## src/rtl/regfile_port_arbiter_pkg.sv

```systemverilog
// Shared definitions for the file-register port arbiter: memory-map SFR
// addresses, arbiter FSM states and the core-SFR address decoder.
package regfile_port_arbiter_pkg;

  typedef enum logic [1:0] {
    IDLE        = 2'd0,
    DBG_RD_HOLD = 2'd1,
    DBG_RD_WAIT = 2'd2
  } arb_state_t;

  localparam logic [8:0] SFR_TMR0   = 9'h001;
  localparam logic [8:0] SFR_PCL    = 9'h002;
  localparam logic [8:0] SFR_STATUS = 9'h003;
  localparam logic [8:0] SFR_FSR    = 9'h004;
  localparam logic [8:0] SFR_PCLATH = 9'h00A;
  localparam logic [8:0] SFR_INTCON = 9'h00B;
  localparam logic [8:0] SFR_PIR1   = 9'h00C;
  localparam logic [8:0] SFR_OPTION = 9'h081;
  localparam logic [8:0] SFR_PIE1   = 9'h08C;
  localparam logic [8:0] SFR_PCON   = 9'h08E;

  // PCL/STATUS/FSR/PCLATH/INTCON mirror in every bank; offset 0x01 is TMR0 in
  // banks 0/2 and OPTION in banks 1/3, so it is protected everywhere.
  function automatic logic is_core_sfr(input logic [8:0] addr);
    logic [6:0] ofs;
    logic [1:0] bank;
    ofs  = addr[6:0];
    bank = addr[8:7];
    is_core_sfr = (ofs == SFR_PCL[6:0])    || (ofs == SFR_STATUS[6:0]) ||
                  (ofs == SFR_FSR[6:0])    || (ofs == SFR_PCLATH[6:0]) ||
                  (ofs == SFR_INTCON[6:0]) || (ofs == SFR_TMR0[6:0])   ||
                  (ofs == SFR_OPTION[6:0]) ||
                  ((ofs == SFR_PIR1[6:0]) && (bank == 2'd0)) ||
                  ((ofs == SFR_PIE1[6:0]) && (bank == 2'd1)) ||
                  ((ofs == SFR_PCON[6:0]) && (bank == 2'd1));
  endfunction

endpackage

```

## src/rtl/regfile_port_arbiter.sv

```systemverilog
// Arbitrates the single file-register port between the CPU core and a debug
// requester. Optional REGFILE_ARB_SFR_PROTECT_EN suppresses debug SFR writes.
module regfile_port_arbiter
  import regfile_port_arbiter_pkg::*;
#(
  parameter int MAX_WAIT = 16
) (
  input  logic       clk,
  input  logic       rst,
  input  logic [8:0] core_addr,
  input  logic       core_rd_en,
  input  logic       core_wr_en,
  input  logic [7:0] core_wdata,
  output logic       core_stall,
  input  logic       dbg_req,
  input  logic       dbg_we,
  input  logic [8:0] dbg_addr,
  input  logic [7:0] dbg_wdata,
  output logic       dbg_gnt,
  output logic       dbg_rvalid,
  output logic [7:0] dbg_rdata,
  output logic       dbg_wr_blocked,
  output logic [8:0] rf_addr,
  output logic       rf_rd_en,
  output logic       rf_wr_en,
  output logic [7:0] rf_wdata,
  input  logic [7:0] rf_rdata
);

  localparam logic [7:0] MAX_WAIT_C = 8'(MAX_WAIT);

  arb_state_t state;
  logic [7:0] wait_cnt;
  logic       core_rd_last;
  logic [8:0] dbg_addr_q;
  logic [7:0] dbg_rdata_q;
  logic       force_slot;
  logic       slot_free;
  logic       issue;
  logic       wr_blocked;

  // A debug slot never starts right after a core read, since the port must
  // keep the core's address for the second read cycle.
  always_comb begin
    force_slot = (state == IDLE) && dbg_req && (wait_cnt == MAX_WAIT_C) && !core_rd_last;
    slot_free  = (!core_rd_en && !core_wr_en && !core_rd_last) || force_slot;
    issue      = (state == IDLE) && dbg_req && slot_free;
`ifdef REGFILE_ARB_SFR_PROTECT_EN
    wr_blocked = issue && dbg_we && is_core_sfr(dbg_addr);
`else
    wr_blocked = 1'b0;
`endif
  end

  always_comb begin
    rf_addr  = core_addr;
    rf_rd_en = core_rd_en;
    rf_wr_en = core_wr_en;
    rf_wdata = core_wdata;
    if (issue) begin
      rf_addr  = dbg_addr;
      rf_rd_en = !dbg_we;
      rf_wr_en = dbg_we && !wr_blocked;
      rf_wdata = dbg_we ? dbg_wdata : 8'h00;
    end else if (state == DBG_RD_HOLD) begin
      rf_addr  = dbg_addr_q;
      rf_rd_en = 1'b0;
      rf_wr_en = 1'b0;
      rf_wdata = 8'h00;
    end
  end

  // Read data is forwarded in the return cycle and held afterwards.
  always_comb begin
    core_stall     = (issue && force_slot) || (state == DBG_RD_HOLD);
    dbg_gnt        = issue;
    dbg_wr_blocked = wr_blocked;
    dbg_rvalid     = (state == DBG_RD_WAIT);
    dbg_rdata      = (state == DBG_RD_WAIT) ? rf_rdata : dbg_rdata_q;
  end

  always_ff @(posedge clk) begin
    if (rst) begin
      state        <= IDLE;
      wait_cnt     <= 8'd0;
      core_rd_last <= 1'b0;
      dbg_addr_q   <= 9'd0;
      dbg_rdata_q  <= 8'd0;
    end else begin
      core_rd_last <= core_rd_en && !core_stall;
      if (!dbg_req || issue) begin
        wait_cnt <= 8'd0;
      end else if (wait_cnt != MAX_WAIT_C) begin
        wait_cnt <= wait_cnt + 8'd1;
      end
      case (state)
        IDLE: begin
          if (issue && !dbg_we) begin
            state      <= DBG_RD_HOLD;
            dbg_addr_q <= dbg_addr;
          end
        end
        DBG_RD_HOLD: state <= DBG_RD_WAIT;
        DBG_RD_WAIT: begin
          dbg_rdata_q <= rf_rdata;
          state       <= IDLE;
        end
        default: state <= IDLE;
      endcase
    end
  end

endmodule
```

## config.mk

```make
export PLATFORM = sky130hd
export DESIGN_NAME = regfile_port_arbiter
export DESIGN_NICKNAME = d
export VERILOG_FILES = /design/src/rtl/regfile_port_arbiter_pkg.sv /design/src/rtl/regfile_port_arbiter.sv
export SDC_FILE = /design/constraint.sdc
export NUM_CORES = 1
export LEC_CHECK = 0
export BUFFER_PORTS_ARGS = -buffer_cell sky130_fd_sc_hd__buf_2
export CELL_PAD_IN_SITES_DETAIL_PLACEMENT = 1
export CELL_PAD_IN_SITES_GLOBAL_PLACEMENT = 1
export CORE_MARGIN = 1
export CORE_UTILIZATION = 36
export DETAILED_ROUTE_END_ITERATION = 8
export GPL_TIMING_DRIVEN = 0
export HOLD_SLACK_MARGIN = 0.1
export PLACE_DENSITY = 0.95
export SETUP_SLACK_MARGIN = 0.5
export SLEW_MARGIN = 20
export SYNTH_ARGS = -nofsm -noshare
export SYNTH_HDL_FRONTEND = slang
export SYNTH_SLANG_ARGS = --single-unit
```

## constraint.sdc

```tcl
create_clock -name clk -period 3.6 [get_ports clk]
set_input_delay 0.36 -clock clk [delete_from_list [all_inputs] [get_ports clk]]
set_output_delay 0.36 -clock clk [all_outputs]
set_load 0.02 [all_outputs]
```

==> results.sh, run 1 <==
export IMPL_synth_top_cell_by_area="dfxtp_1"
export IMPL_ys_ff_latch=28
export IMPL_wl_met3_um=166
export IMPL_fin_worst_skew_ns=0.00487
export IMPL_yosysWarnings=0
export IMPL_ios=79
export IMPL_crit_type="flop to primary output"
export IMPL_clk_path_buf_depth=2
export IMPL_final_cells=305
export IMPL_endpoint_kind="primary output"
export IMPL_ir_drop_mv=0.148
export IMPL_nFillCells=533
export IMPL_drt_wl_total_mm=4.19
export IMPL_r2r_start="wait_cnt[0]$_SDFFE_PP0P_"
export IMPL_layout_cells_most_common="buf_2"
export IMPL_port_buffers=76
export IMPL_syn_nets=223
export IMPL_timing_final_crit_share=0.740
export IMPL_synth_area_top_cells="dfxtp_1 34%, mux2_2 13%, mux2i_1 11%, nand2b_1 7.7%, mux2_1 4.8%"
export IMPL_detail_route_vias_per_cell=4.84
export IMPL_hold_start="core_rd_en"
export IMPL_ys_seq_area_frac=0.343
export IMPL_wl_met1_mm=1.75
export IMPL_hold_path_end="core_rd_last$_SDFF_PP0_"
export IMPL_ant_nets=0
export IMPL_initial_core_util=0.375
export IMPL_cp_data_arrival_time_ns=2.30
export IMPL_place_detailed_hpwl_mm=3.35
export IMPL_path_clk_slew_ns=0.10
export IMPL_rrSetupSlack_ns=1.70
export IMPL_rows=24
export IMPL_wl_per_cell_um=13.8
export IMPL_synth_cell_types=29
export IMPL_cts_buffers=3
export IMPL_grt_pass1_wl_mm=7.09
export IMPL_ctsHoldBuffers=0
export IMPL_power_total_mw=0.642
export IMPL_finalMaxSlewViolations=0
export IMPL_finalHoldViolCount=0
export IMPL_hold_class="primary input to flop"
export IMPL_finalSetupViolations=0
export IMPL_grt_ovfl_total=0
export IMPL_die_x_um=69.4
export IMPL_start_kind="flop"
export IMPL_rr_endpoint="dbg_addr_q[5]$_SDFFE_PP0P_"
export IMPL_antenna_found_initial=0
export IMPL_gp_congestion=0.851
export IMPL_route_vias_total=1477
export IMPL_rsz0062_at_grt="false"
export IMPL_nNetsFinal=304
export IMPL_drive_gt1_frac=0.431
export IMPL_cts_root_buffer="clkbuf_8"
export IMPL_grt_total_usage=0.177
export IMPL_whs_path_depth=3
export IMPL_setup_tns_ns=0
export IMPL_cp_required_ns=3.24
export IMPL_htree_levels=1
export IMPL_worstRegToRegCells=7
export IMPL_syn_area_per_cell_um2=9.45
export IMPL_netlist_instances=173
export IMPL_clock_sinks=28
export IMPL_cts_setup_buffers=0
export IMPL_cap_violations=0
export IMPL_syn_area_um2=1630
export IMPL_status="finished clean"
export IMPL_first_global_vias=1604
export IMPL_fmax_mhz=375
export IMPL_wl_met2_mm=2.27
export IMPL_placed_cells=301
export IMPL_clk_latency_ns=0.27
export IMPL_drc=0
export IMPL_coreArea_um2=4350
export IMPL_path_max_fanout=10
export IMPL_dieArea_um2=4810
export IMPL_tritoncts="yes"
export IMPL_post_cts_resized=0
export IMPL_final_cell_mix="76 x buf_2, 28 x dfxtp_1, 20 x nand2b_1"
export IMPL_diodes=0
export IMPL_highest_layer="met4"
export IMPL_finalCriticalPeriod_ns=2.66
export IMPL_drtIter0Drc=21
export IMPL_fp_dieH_um=69.4
export IMPL_syn_to_final_growth_pct=30.6
export IMPL_power_leakage_nw=0.992
export IMPL_synth_top_area_share=0.343
export IMPL_powerDensity_nw_per_um2=301
export IMPL_grt_max_degree=16
export IMPL_dr_pass1_iters=3
through the flow:
stage	setup slack [ns]	utilization	hold slack [ns]	cell area (um2)
floorplan	1.46	-	0.446	1630
global route	0.785	0.490	0.354	2130
global placement	1.32	0.478	0.456	2080
detailed placement	1.27	0.478	0.475	2080
CTS	0.903	0.490	0.340	2130
finish	0.937	0.490	0.339	2130
power breakdown:
part	switching (mW)	leakage, nW	internal, mW
Clock	0.0972	0.0288	0.0979
Combinational	0.0690	0.737	0.0606
Sequential	0.00358	0.226	0.314
critical path: stages, from the launching register on:
cell	delay (ns)
dfxtp_1	0.38
inv_1	0.09
ha_1	0.14
and4bb_2	0.25
nand2_1	0.21
a21oi_4	0.28
buf_6	0.19
mux2_1	0.33
buf_2	0.16
worst max-delay path by stage:
| stage | startpoint | endpoint | slack, ns | depth (start not counted) |
|---|---|---|---|---|
| final | wait_cnt[0]$_SDFFE_PP0P_ | rf_addr[4] | 0.94 | 8 |
| after global placement | wait_cnt[0]$_SDFFE_PP0P_ | rf_addr[2] | 1.32 | 8 |
| after detailed placement | wait_cnt[0]$_SDFFE_PP0P_ | rf_addr[4] | 1.27 | 8 |
| after CTS | wait_cnt[0]$_SDFFE_PP0P_ | rf_addr[4] | 0.90 | 8 |
| after global routing | wait_cnt[0]$_SDFFE_PP0P_ | rf_addr[2] | 0.78 | 8 |
| after floorplan | wait_cnt[0]$_SDFFE_PP0P_ | rf_wdata[1] | 1.46 | 7 |
per-layer routing:
| metal | track usage | vias up |
|---|---|---|
| met5 | 0 | - |
| met4 | 0.0317 | 0 |
| met3 | 0.0262 | 2 |
| met1 | 0.194 | 693 |
| met2 | 0.354 | 43 |
| li1 | - | 739 |
sequential cells by signal (all words and copies together) (netlist names):
register,cells
dbg_addr_q,9
dbg_rdata_q,8
core_rd_last,1
state,2
wait_cnt,8
final cells by class:
cell class                      instances  area (um2)  area share
Timing Repair Buffer                   76         380       0.178
Multi-Input combinational cell        131        1000       0.470
Sequential cell                        28         561       0.263
Tap cell                               52        65.1      0.0305
Clock buffer                            4        55.1      0.0258
Buffer                                  9        52.6      0.0246
Inverter                                5        18.8     0.00879
cell usage after synthesis, drive strengths merged:
master and instances:
buf 4, ha 2, a21oi 2, conb 1, a32oi 1, nand3 5
a211oi 1, nand2 20, nor3 4, dfxtp 28, nand2b 20, mux2i 18
and3 2, xnor2 2, clkbuf 5, nor2b 9, inv 5, or4b 1
mux2 26, xor2 5, and4bb 1, nor2 9, nor4b 1, a22o 1
kinds of logic (layout without fill, tap and decap cells):
group	after synthesis	count (layout)	synth area share
AND/OR/NAND/NOR	72	72	0.237
multiplexers	44	44	0.289
flip-flops	28	28	0.343
buffers and inverters	14	94	0.0436
XOR/XNOR	7	7	0.0375
AO/OA/AOI/OAI	5	5	0.0314
adder cells (fa/ha/maj)	2	2	0.0153
other	1	1	0.00229
Note: power is estimated with default switching activity, not from simulation.
==> run 2: changes to the inputs <==
CORE_UTILIZATION = 33   (was 36)
PLACE_DENSITY = 0.88   (was 0.95)
clock period = 2.6 ns   (was 3.6 ns; I/O delays follow)
==> run 2 against run 1 <==
Routed wire length increased by 25%. Critical path depth down 2. Register-to-register slack worse by 1.1 ns. Worst setup slack worse by 0.67 ns. Clock power grew 81%. Sequential cell count unchanged. Clock skew about the same. Die area rose by 8.8%. Via count grew 11%. First-iteration DRC count increased by 140%. Global-route usage grew 2.0 points. Critical endpoint is now rf_addr[3]. Largest power group unchanged. Highest routed layer unchanged.
==> results.sh, run 2 (same netlist as run 1, synthesis figures left out) <==
export IMPL_status="finished clean"
export IMPL_worst_pin_slew_ns=0.510
export IMPL_final_cells=340
export IMPL_antenna_found_initial=0
export IMPL_setup_slack_ns=0.271
export IMPL_syn_to_final_growth_pct=55.5
export IMPL_diodes=0
export IMPL_worstRegToRegCells=10
export IMPL_coreArea_um2=4750
export IMPL_grt_max_degree=17
export IMPL_cp_required_ns=2.34
export IMPL_cap_violations=0
export IMPL_reg_largest_list="dbg_addr_q: 9 flops, dbg_rdata_q: 8 flops, wait_cnt: 8 flops"
export IMPL_drc=0
export IMPL_die_x_um=72.4
export IMPL_cp_data_arrival_time_ns=2.07
export IMPL_ant_nets=0
export IMPL_grt_ovfl_total=0
export IMPL_final_area_um2=2540
export IMPL_rows=25
export IMPL_tritoncts="yes"
export IMPL_clk_latency_ns=0.28
export IMPL_rsz0062_at_grt="true"
export IMPL_dieArea_um2=5240
export IMPL_finalHoldViolCount=0
export IMPL_detail_route_vias_per_cell=4.81
export IMPL_nNetsFinal=324
export IMPL_port_buffers=76
export IMPL_cts_buffers=3
export IMPL_grt_busiest_layer="met2"
export IMPL_nFillCells=579
export IMPL_placed_cells=316
export IMPL_crit_type="flop to primary output"
export IMPL_power_leakage_nw=1.18
export IMPL_ir_drop_mv=0.206
export IMPL_wl_per_cell_um=15.4
export IMPL_dp_worst_setup_slack_ns=0.392
export IMPL_slew_headroom=0.655
export IMPL_start_kind="flop"
export IMPL_hold_slack_ns=0.247
export IMPL_hold_start="dbg_addr[7]"
export IMPL_ios=79
export IMPL_endpoint_kind="primary output"
export IMPL_cts_root_buffer="clkbuf_8"
export IMPL_grtUsageMet3=0.0306
export IMPL_clk_path_buf_depth=2
export IMPL_path_max_fanout=5
export IMPL_powerDensity_nw_per_um2=406
export IMPL_final_cell_mix="56 x buf_2, 24 x dfxtp_1, 23 x buf_4"
export IMPL_fin_worst_skew_ns=0.00452
export IMPL_regMostFlops="dbg_addr_q"
export IMPL_route_vias_total=1634
export IMPL_layout_cells_most_common="buf_2"
export IMPL_drive_gt1_frac=0.538
export IMPL_largest_register_ffs=9
export IMPL_place_detailed_hpwl_mm=3.44
export IMPL_fin_util=0.534
export IMPL_dr_pass1_iters=4
export IMPL_drt_wl_total_mm=5.24
export IMPL_timing_final_crit_share=0.896
export IMPL_first_global_vias=1745
export IMPL_whs_path_depth=3
export IMPL_setup_tns_ns=0
export IMPL_initial_core_util=0.344
export IMPL_fp_dieH_um=72.4
export IMPL_use_met1=0.203
export IMPL_drtIter0Drc=51
export IMPL_finalCriticalPeriod_ns=2.33
export IMPL_gp_congestion=0.796
export IMPL_r2r_start="wait_cnt[1]$_SDFFE_PP0P_"
export IMPL_finalMaxSlewViolations=0
export IMPL_hold_path_end="dbg_addr_q[7]$_SDFFE_PP0P_"
export IMPL_htree_levels=1
export IMPL_clock_sinks=28
export IMPL_rrSetupSlack_ns=0.62
export IMPL_finalSetupViolations=0
export IMPL_grt_total_usage=0.196
export IMPL_grt_pass1_wl_mm=7.93
export IMPL_grt_use_met2=0.390
export IMPL_placed_area_um2=2100
export IMPL_path_clk_slew_ns=0.10
export IMPL_hold_class="primary input to flop"
export IMPL_fmax_mhz=429
export IMPL_rr_endpoint="dbg_addr_q[6]$_SDFFE_PP0P_"
export IMPL_power_total_mw=1.03
[run 2: cell count changes in the layout (fill, tap and decap cells not counted), sizes merged]
cell | before | now
clkbuf | 9 | 8
bufinv | 0 | 1
buf | 80 | 100
[run 2: layer usage]
layer | vias to the layer above | part of all wire
met4 | 0 | 0.020
met3 | 11 | 0.041
li1 | 781 | -
met2 | 56 | 0.54
met5 | - | 0
met1 | 786 | 0.40
[run 2: how the worst max path moves through the flow]
stage                        startpoint          end  slack [ns]  cells past startpoint
5_1_grt           state[1]$_SDFFE_PP0P_   rf_addr[3]        0.22                      6
3_5_place_dp   wait_cnt[0]$_SDFFE_PP0P_   rf_addr[3]        0.39                      8
3_3_place_gp   wait_cnt[0]$_SDFFE_PP0P_   rf_addr[6]        0.41                      8
2_1_floorplan  wait_cnt[0]$_SDFFE_PP0P_  rf_wdata[1]        0.56                      7
6_report          state[1]$_SDFFE_PP0P_   rf_addr[3]        0.27                      6
4_1_cts           state[0]$_SDFFE_PP0P_   rf_addr[3]        0.29                      6
[run 2: cell type report]
class / count / area (um2) / share of cell area
multi-input cells: 131 / 1060 / 0.418
plain buffers: 9 / 63.8 / 0.0251
repair buffers: 96 / 668 / 0.263
clock buffers: 3 / 41.3 / 0.0162
clock inverters: 1 / 30.0 / 0.0118
inverters: 5 / 18.8 / 0.00739
well taps: 67 / 83.8 / 0.0330
flip-flops and latches: 28 / 573 / 0.226
[run 2: where the power goes]
| part | internal, mW | switching (mW) |
|---|---|---|
| clock | 0.207 | 0.146 |
| combinational | 0.128 | 0.114 |
| sequential | 0.433 | 0.00364 |
| total | 0.768 | 0.264 |
[run 2: critical path: stages, from the launching register on]
cell and delay (ns):
dfxtp_2 0.35, or4b_4 0.56, a21oi_4 0.17, buf_6 0.14, buf_8 0.13, mux2_4 0.31
buf_6 0.13
[run 2: what timing repair did]
item | in CTS | in global routing
endpoints found under the setup margin | 21 | 20
pin swaps | 2 | 4
cloned | 1 | 0
hold buffers | 0 | 0
gates resized for setup | 51 | 16
setup buffers | 12 | 7
